<file path="src/rtl/clock_ctrl_pkg.sv">
// Shared types for the fabric clock switch sequencer.
// Select encoding and controller state definitions.
package clock_ctrl_pkg;

  localparam int SEL_W = 2;

  typedef enum logic [SEL_W-1:0] {
    CLK_OFF     = 2'd0,
    CLK_REST    = 2'd1,
    CLK_NOMINAL = 2'd2,
    CLK_SPRINT  = 2'd3
  } clk_sel_t;

  typedef enum logic [2:0] {
    ST_HOLD,
    ST_ALIGN,
    ST_READY,
    ST_GATE,
    ST_SWITCH,
    ST_UNGATE
  } ctrl_state_t;

endpackage

</file>
<file path="src/rtl/clk_phase_counter.sv">
// Hyperperiod position tracker for the divider bank.
// Held at zero while the dividers are in reset.
module clk_phase_counter #(
  parameter int p_slow_div = 9
) (
  input  logic                          clk,
  input  logic                          rst_n,
  input  logic                          hold,
  output logic [$clog2(p_slow_div)-1:0] phase,
  output logic                          boundary
);

  localparam int PW = $clog2(p_slow_div);
  localparam logic [PW-1:0] LAST = PW'(p_slow_div - 1);

  always_ff @(posedge clk or negedge rst_n) begin
    if (!rst_n) begin
      phase <= '0;
    end else if (hold) begin
      phase <= '0;
    end else if (phase == LAST) begin
      phase <= '0;
    end else begin
      phase <= phase + PW'(1);
    end
  end

  assign boundary = (phase == LAST);

endmodule

</file>
<file path="src/rtl/clock_switch_sequencer.sv">
// Divider reset owner and glitch-free per-tile clock select sequencer.
// Gate, switch and ungate steps each land on a hyperperiod boundary.
module clock_switch_sequencer
  import clock_ctrl_pkg::*;
#(
  parameter int p_num_tiles   = 16,
  parameter int p_slow_div    = 9,
  parameter int p_hold_cycles = 4
) (
  input  logic                          clk,
  input  logic                          clk_reset_n,
  output logic                          div_clk_reset,
  input  logic                          cfg_val,
  output logic                          cfg_rdy,
  input  logic [2*p_num_tiles-1:0]      cfg_msg,
  output logic [2*p_num_tiles-1:0]      tile_clk_sel,
  output logic [p_num_tiles-1:0]        tile_clk_en,
  output logic                          clocks_ready,
  output logic [$clog2(p_slow_div)-1:0] phase
);

  localparam int N  = p_num_tiles;
  localparam int SW = SEL_W * N;
  localparam int HW = $clog2(p_hold_cycles + 1);
  localparam logic [SEL_W-1:0] NOM = CLK_NOMINAL;
  localparam logic [SEL_W-1:0] OFF = CLK_OFF;
  localparam logic [SW-1:0] SEL_RST = {N{NOM}};
  localparam logic [HW-1:0] HOLD_LAST = HW'(p_hold_cycles - 1);

  ctrl_state_t   state;
  logic [HW-1:0] hold_cnt;
  logic [SW-1:0] pending;
  logic [N-1:0]  changed;
  logic [N-1:0]  diff;
  logic [N-1:0]  cur_on;
  logic [N-1:0]  pend_on;
  logic          boundary;

  clk_phase_counter #(
    .p_slow_div (p_slow_div)
  ) u_phase (
    .clk      (clk),
    .rst_n    (clk_reset_n),
    .hold     (div_clk_reset),
    .phase    (phase),
    .boundary (boundary)
  );

  always_comb begin
    diff    = '0;
    cur_on  = '0;
    pend_on = '0;
    for (int i = 0; i < N; i++) begin
      diff[i]    = cfg_msg[SEL_W*i +: SEL_W] != tile_clk_sel[SEL_W*i +: SEL_W];
      cur_on[i]  = tile_clk_sel[SEL_W*i +: SEL_W] != OFF;
      pend_on[i] = pending[SEL_W*i +: SEL_W] != OFF;
    end
  end

  always_ff @(posedge clk or negedge clk_reset_n) begin
    if (!clk_reset_n) begin
      state         <= ST_HOLD;
      hold_cnt      <= '0;
      div_clk_reset <= 1'b1;
      pending       <= '0;
      changed       <= '0;
      tile_clk_sel  <= SEL_RST;
      tile_clk_en   <= '0;
      cfg_rdy       <= 1'b0;
      clocks_ready  <= 1'b0;
    end else begin
      unique case (state)
        ST_HOLD: begin
          if (hold_cnt == HOLD_LAST) begin
            div_clk_reset <= 1'b0;
            state         <= ST_ALIGN;
          end else begin
            hold_cnt <= hold_cnt + HW'(1);
          end
        end
        ST_ALIGN: begin
          if (boundary) begin
            tile_clk_en  <= cur_on;
            clocks_ready <= 1'b1;
            state        <= ST_READY;
          end
        end
        ST_READY: begin
          // cfg_rdy rises one cycle after entry, so each request sees a gap
          if (cfg_val && cfg_rdy) begin
            pending <= cfg_msg;
            changed <= diff;
            cfg_rdy <= 1'b0;
            if (|diff) state <= ST_GATE;
          end else begin
            cfg_rdy <= 1'b1;
          end
        end
        ST_GATE: begin
          if (boundary) begin
            tile_clk_en <= tile_clk_en & ~changed;
            state       <= ST_SWITCH;
          end
        end
        ST_SWITCH: begin
          if (boundary) begin
            tile_clk_sel <= pending;
            state        <= ST_UNGATE;
          end
        end
        ST_UNGATE: begin
          if (boundary) begin
            tile_clk_en <= (tile_clk_en & ~changed) | (pend_on & changed);
            state       <= ST_READY;
          end
        end
        default: state <= ST_HOLD;
      endcase
    end
  end

endmodule
</file>
<file path="config.mk">
export PLATFORM = sky130hd
export DESIGN_NAME = clock_switch_sequencer
export DESIGN_NICKNAME = d
export VERILOG_FILES = /design/src/rtl/clock_ctrl_pkg.sv /design/src/rtl/clk_phase_counter.sv /design/src/rtl/clock_switch_sequencer.sv
export SDC_FILE = /design/constraint.sdc
export NUM_CORES = 1
export LEC_CHECK = 0
export BUFFER_PORTS_ARGS = -buffer_cell sky130_fd_sc_hd__clkbuf_2
export CORE_UTILIZATION = 50
export CTS_BUF_LIST = sky130_fd_sc_hd__clkbuf_4 sky130_fd_sc_hd__clkbuf_8
export DETAILED_ROUTE_END_ITERATION = 12
export PLACE_DENSITY_LB_ADDON = 0.25
export SYNTH_ARGS = -nofsm -noshare
export SYNTH_HDL_FRONTEND = slang
export SYNTH_SLANG_ARGS = --single-unit
</file>
<file path="constraint.sdc">
create_clock -name clk -period 4.7 [get_ports clk]
set_input_delay 0.235 -clock clk [delete_from_list [all_inputs] [get_ports clk]]
set_output_delay 0.235 -clock clk [all_outputs]
set_load 0.005 [all_outputs]
</file>
==> flow_summary.ini <==
[power]
swShare_pct = 32.73
p_comb_share_pct = 29.0
total_leakage_power_nw = 2.618
seqPwrFrac_pct = 52.2
p_switching_mw = 0.9950
peakVddDrop_mv = 0.2358
pwr-share-clk_pct = 18.8
power_density_mw_per_mm2 = 529.7
p_int_mw = 2.045

[clock_tree]
cts_sinks = 109
cts_tree = yes
cts_hold_buffers = 0
htree_levels = 3
cts_buffer_depth = 2
cts_root_buffer = clkbuf_8
cts_setup_buffers = 0
cts-resized-gates = 0
cts_inserted_buffers = 9
clkTransAtPathRegs_ps = 100
clock_latency_ps = 370

[logic_synthesis]
netlist_instances = 399
syn_area_mm2 = 0.005046
synth_top_family_by_area = multiplexers
yosysUniqueCellTypes = 39
synth_compound_area_share_pct = 10.93
synth_ff_type = dfrtp_1
syn-num-nets = 438
synth.area.mux_share_pct = 17.33
ys_async_sr_fraction_pct = 100.0
synth.ff_latch_count = 109
yosysWarnings = 0
synthSimpleGateAreaFrac_pct = 6.620
yosys.area_share.adder_pct = 0.9918
synth-edff-count = 0
synth_area_per_cell_um2 = 12.65
synthXorXnorAreaFrac_pct = 6.248
yosysSeqAreaShare_pct = 54.48

[routing]
ant_nets = 0
wl_per_cell_um = 16.79
drc_errors = 0
vias_per_cell = 5.431
drt_pre_antenna_iters = 4
num_vias = 3367
drt_iter0_markers = 101
routed_wl_um = 10410

[floorplan]
core_area_mm2 = 0.009774
start_util_pct = 51.63
die_area_mm2 = 0.01050
die_width_um = 102.5
row_count = 36
ios = 90
die_h_um = 102.5

[global_routing]
grt_pass1_wl_um = 16550
grt_start_max_net_pins = 74
grt_usage_pct = 21.28
antenna_found_initial = 0
grt-ovfl-total = 0
grt_pass1_vias = 3256

[critical_path]
worstSetupPathType = flop to flop
cp.arrival_ps = 2950
path_cells = nor3b_1 > and3_2 > buf_4 > mux2_2
crit_required_ps = 4960
slowest_delay_ps = 890
worst_setup_path_end_kind = flop
r2r-start = state[1]
crit_path_top_delay_cell = and3_2
cp-start-kind = flop
crit_path_max_fanout = 49
cp-startpoint = state[1]

[cells_and_area]
final_area_mm2 = 0.005739
antenna_cells = 0
nNetsFinal = 521
area_delta_synth_final_pct = 13.74
nFillCells = 835
drive_gt1_share_pct = 40.25

[timing]
fin_hold_ws_ps = -32.94
finClkSkew_ps = 13.97
rsz0062_at_grt = false
final.setup.tns_ps = 0
setup_viol = 0
hold_violations = 19
layout_min_cycle_time_ps = 2688
period_share_pct = 57.19
tightest_slew_ps = 948.0
slew_headroom_pct = 36.80
fmax_mhz = 372.0
final_max_slew_viol_count = 0

[place]
io_buffer_count = 89
placed_cell_area_mm2 = 0.005543
place_congestion = 0.8021
hpwl_um = 7163

[status]
run_status = finished, violations left
violations = negative hold slack

[job]
cap_violations = 0

[worst_hold_path]
holdCritPathClass = primary input to async pin
==> cells in the mapped netlist, types with 3 or more instances <==
cell	instances	area share, %
o21ai_1	3	0.30
xnor2_1	33	5.7
a22o_1	15	2.6
o21ai_0	30	3.0
inv_1	5	0.37
buf_2	8	0.79
dfstp_2	17	8.9
nor3_1	6	0.60
a31oi_1	16	2.0
nand4_1	7	0.87
mux2_4	30	8.9
ha_1	4	0.99
buf_12	3	1.2
clkbuf_1	7	0.52
mux2i_1	3	0.60
a21oi_1	5	0.50
nor2_1	36	2.7
xor2_1	3	0.52
dfrtp_1	92	46
o22ai_1	16	2.0
mux2_2	35	7.8
==> flip-flops by register name, summed over array words and instances (netlist names) <==
name           cells
tile_clk_sel      32
hold_cnt           3
cfg_rdy            1
u_phase.phase      4
tile_clk_en       16
clocks_ready       1
state              3
pending           32
div_clk_reset      1
changed           16
==> final cells by class <==
| class | instances | area [µm²] | share of cell area (%) |
|---|---|---|---|
| Clock buffer | 12 | 146.4 | 2.551 |
| Clock inverter | 4 | 50.05 | 0.8720 |
| Inverter | 5 | 18.77 | 0.3270 |
| Multi-Input combinational cell | 264 | 2131 | 37.13 |
| Sequential cell | 109 | 2749 | 47.90 |
| Tap cell | 133 | 166.4 | 2.900 |
| Timing Repair Buffer | 93 | 478.0 | 8.328 |
==> cells in the final DEF (no fill, tap or decap), drive strengths merged, types with 15 or more instances in the layout <==
master	instances
dfstp	17
nor2	36
clkbuf	100
a31oi	16
dfrtp	92
xnor2	33
a22o	15
o22ai	16
o21ai	33
mux2	65
==> stage by stage <==
stage	setup WS [ps]	utilization [%]	std cells	power (mW)	hold WS, ps
6_report	2012	58.72	620	3.040	-32.94
5_1_grt	1838	58.72	620	3.238	41.94
4_1_cts	2019	58.72	620	3.062	10.77
3_5_place_dp	2037	56.71	604	2.494	425.0
3_3_place_gp	2115	56.71	604	2.458	420.3
2_1_floorplan	2738	-	399	2.125	-60.59
==> worst paths after layout <==
kind,slack [ps],endpoint,cells past startpoint
worst max-delay path,2010,pending[16],4
worst min-delay path,-30,tile_clk_sel[18],1
worst max register to register,2010,pending[16],4
worst min register to register,480,hold_cnt[0],1
max in group asynchronous,3680,tile_clk_sel[7],2
min in group clk,120,pending[18],2
==> cell families after synthesis <==
group	Yosys count
AOI/OAI and AO/OA	89
DFF	109
xor gates and xnor gates	36
and+or+nand+nor	67
buffers and inverters	26
muxes	68
adders and majority gates	4
==> power by group through the flow <==
stage	combinational, mW	sequential, mW	clock (mW)
global route	0.987	1.64	0.616
detailed placement	0.892	1.60	0
global placement	0.871	1.59	0
finish	0.881	1.59	0.571
CTS	0.892	1.58	0.585
floorplan	0.608	1.52	0
==> critical path: cells and delay by family (launching register included) <==
family	cells	cell delay, ps
flops	1	570
simple gates	2	1270
buf+inv	1	370
mux	1	360
==> per-layer routing <==
layer / vias up / global-route usage, % / share of wire [%]
li1: 1609 / - / -
met1: 1669 / 28.90 / 46
met3: 11 / 3.283 / 4.6
met5: - / 0 / 0
met2: 78 / 34.41 / 48
met4: 0 / 8.242 / 1.4
(Power assumes the default switching activity.)
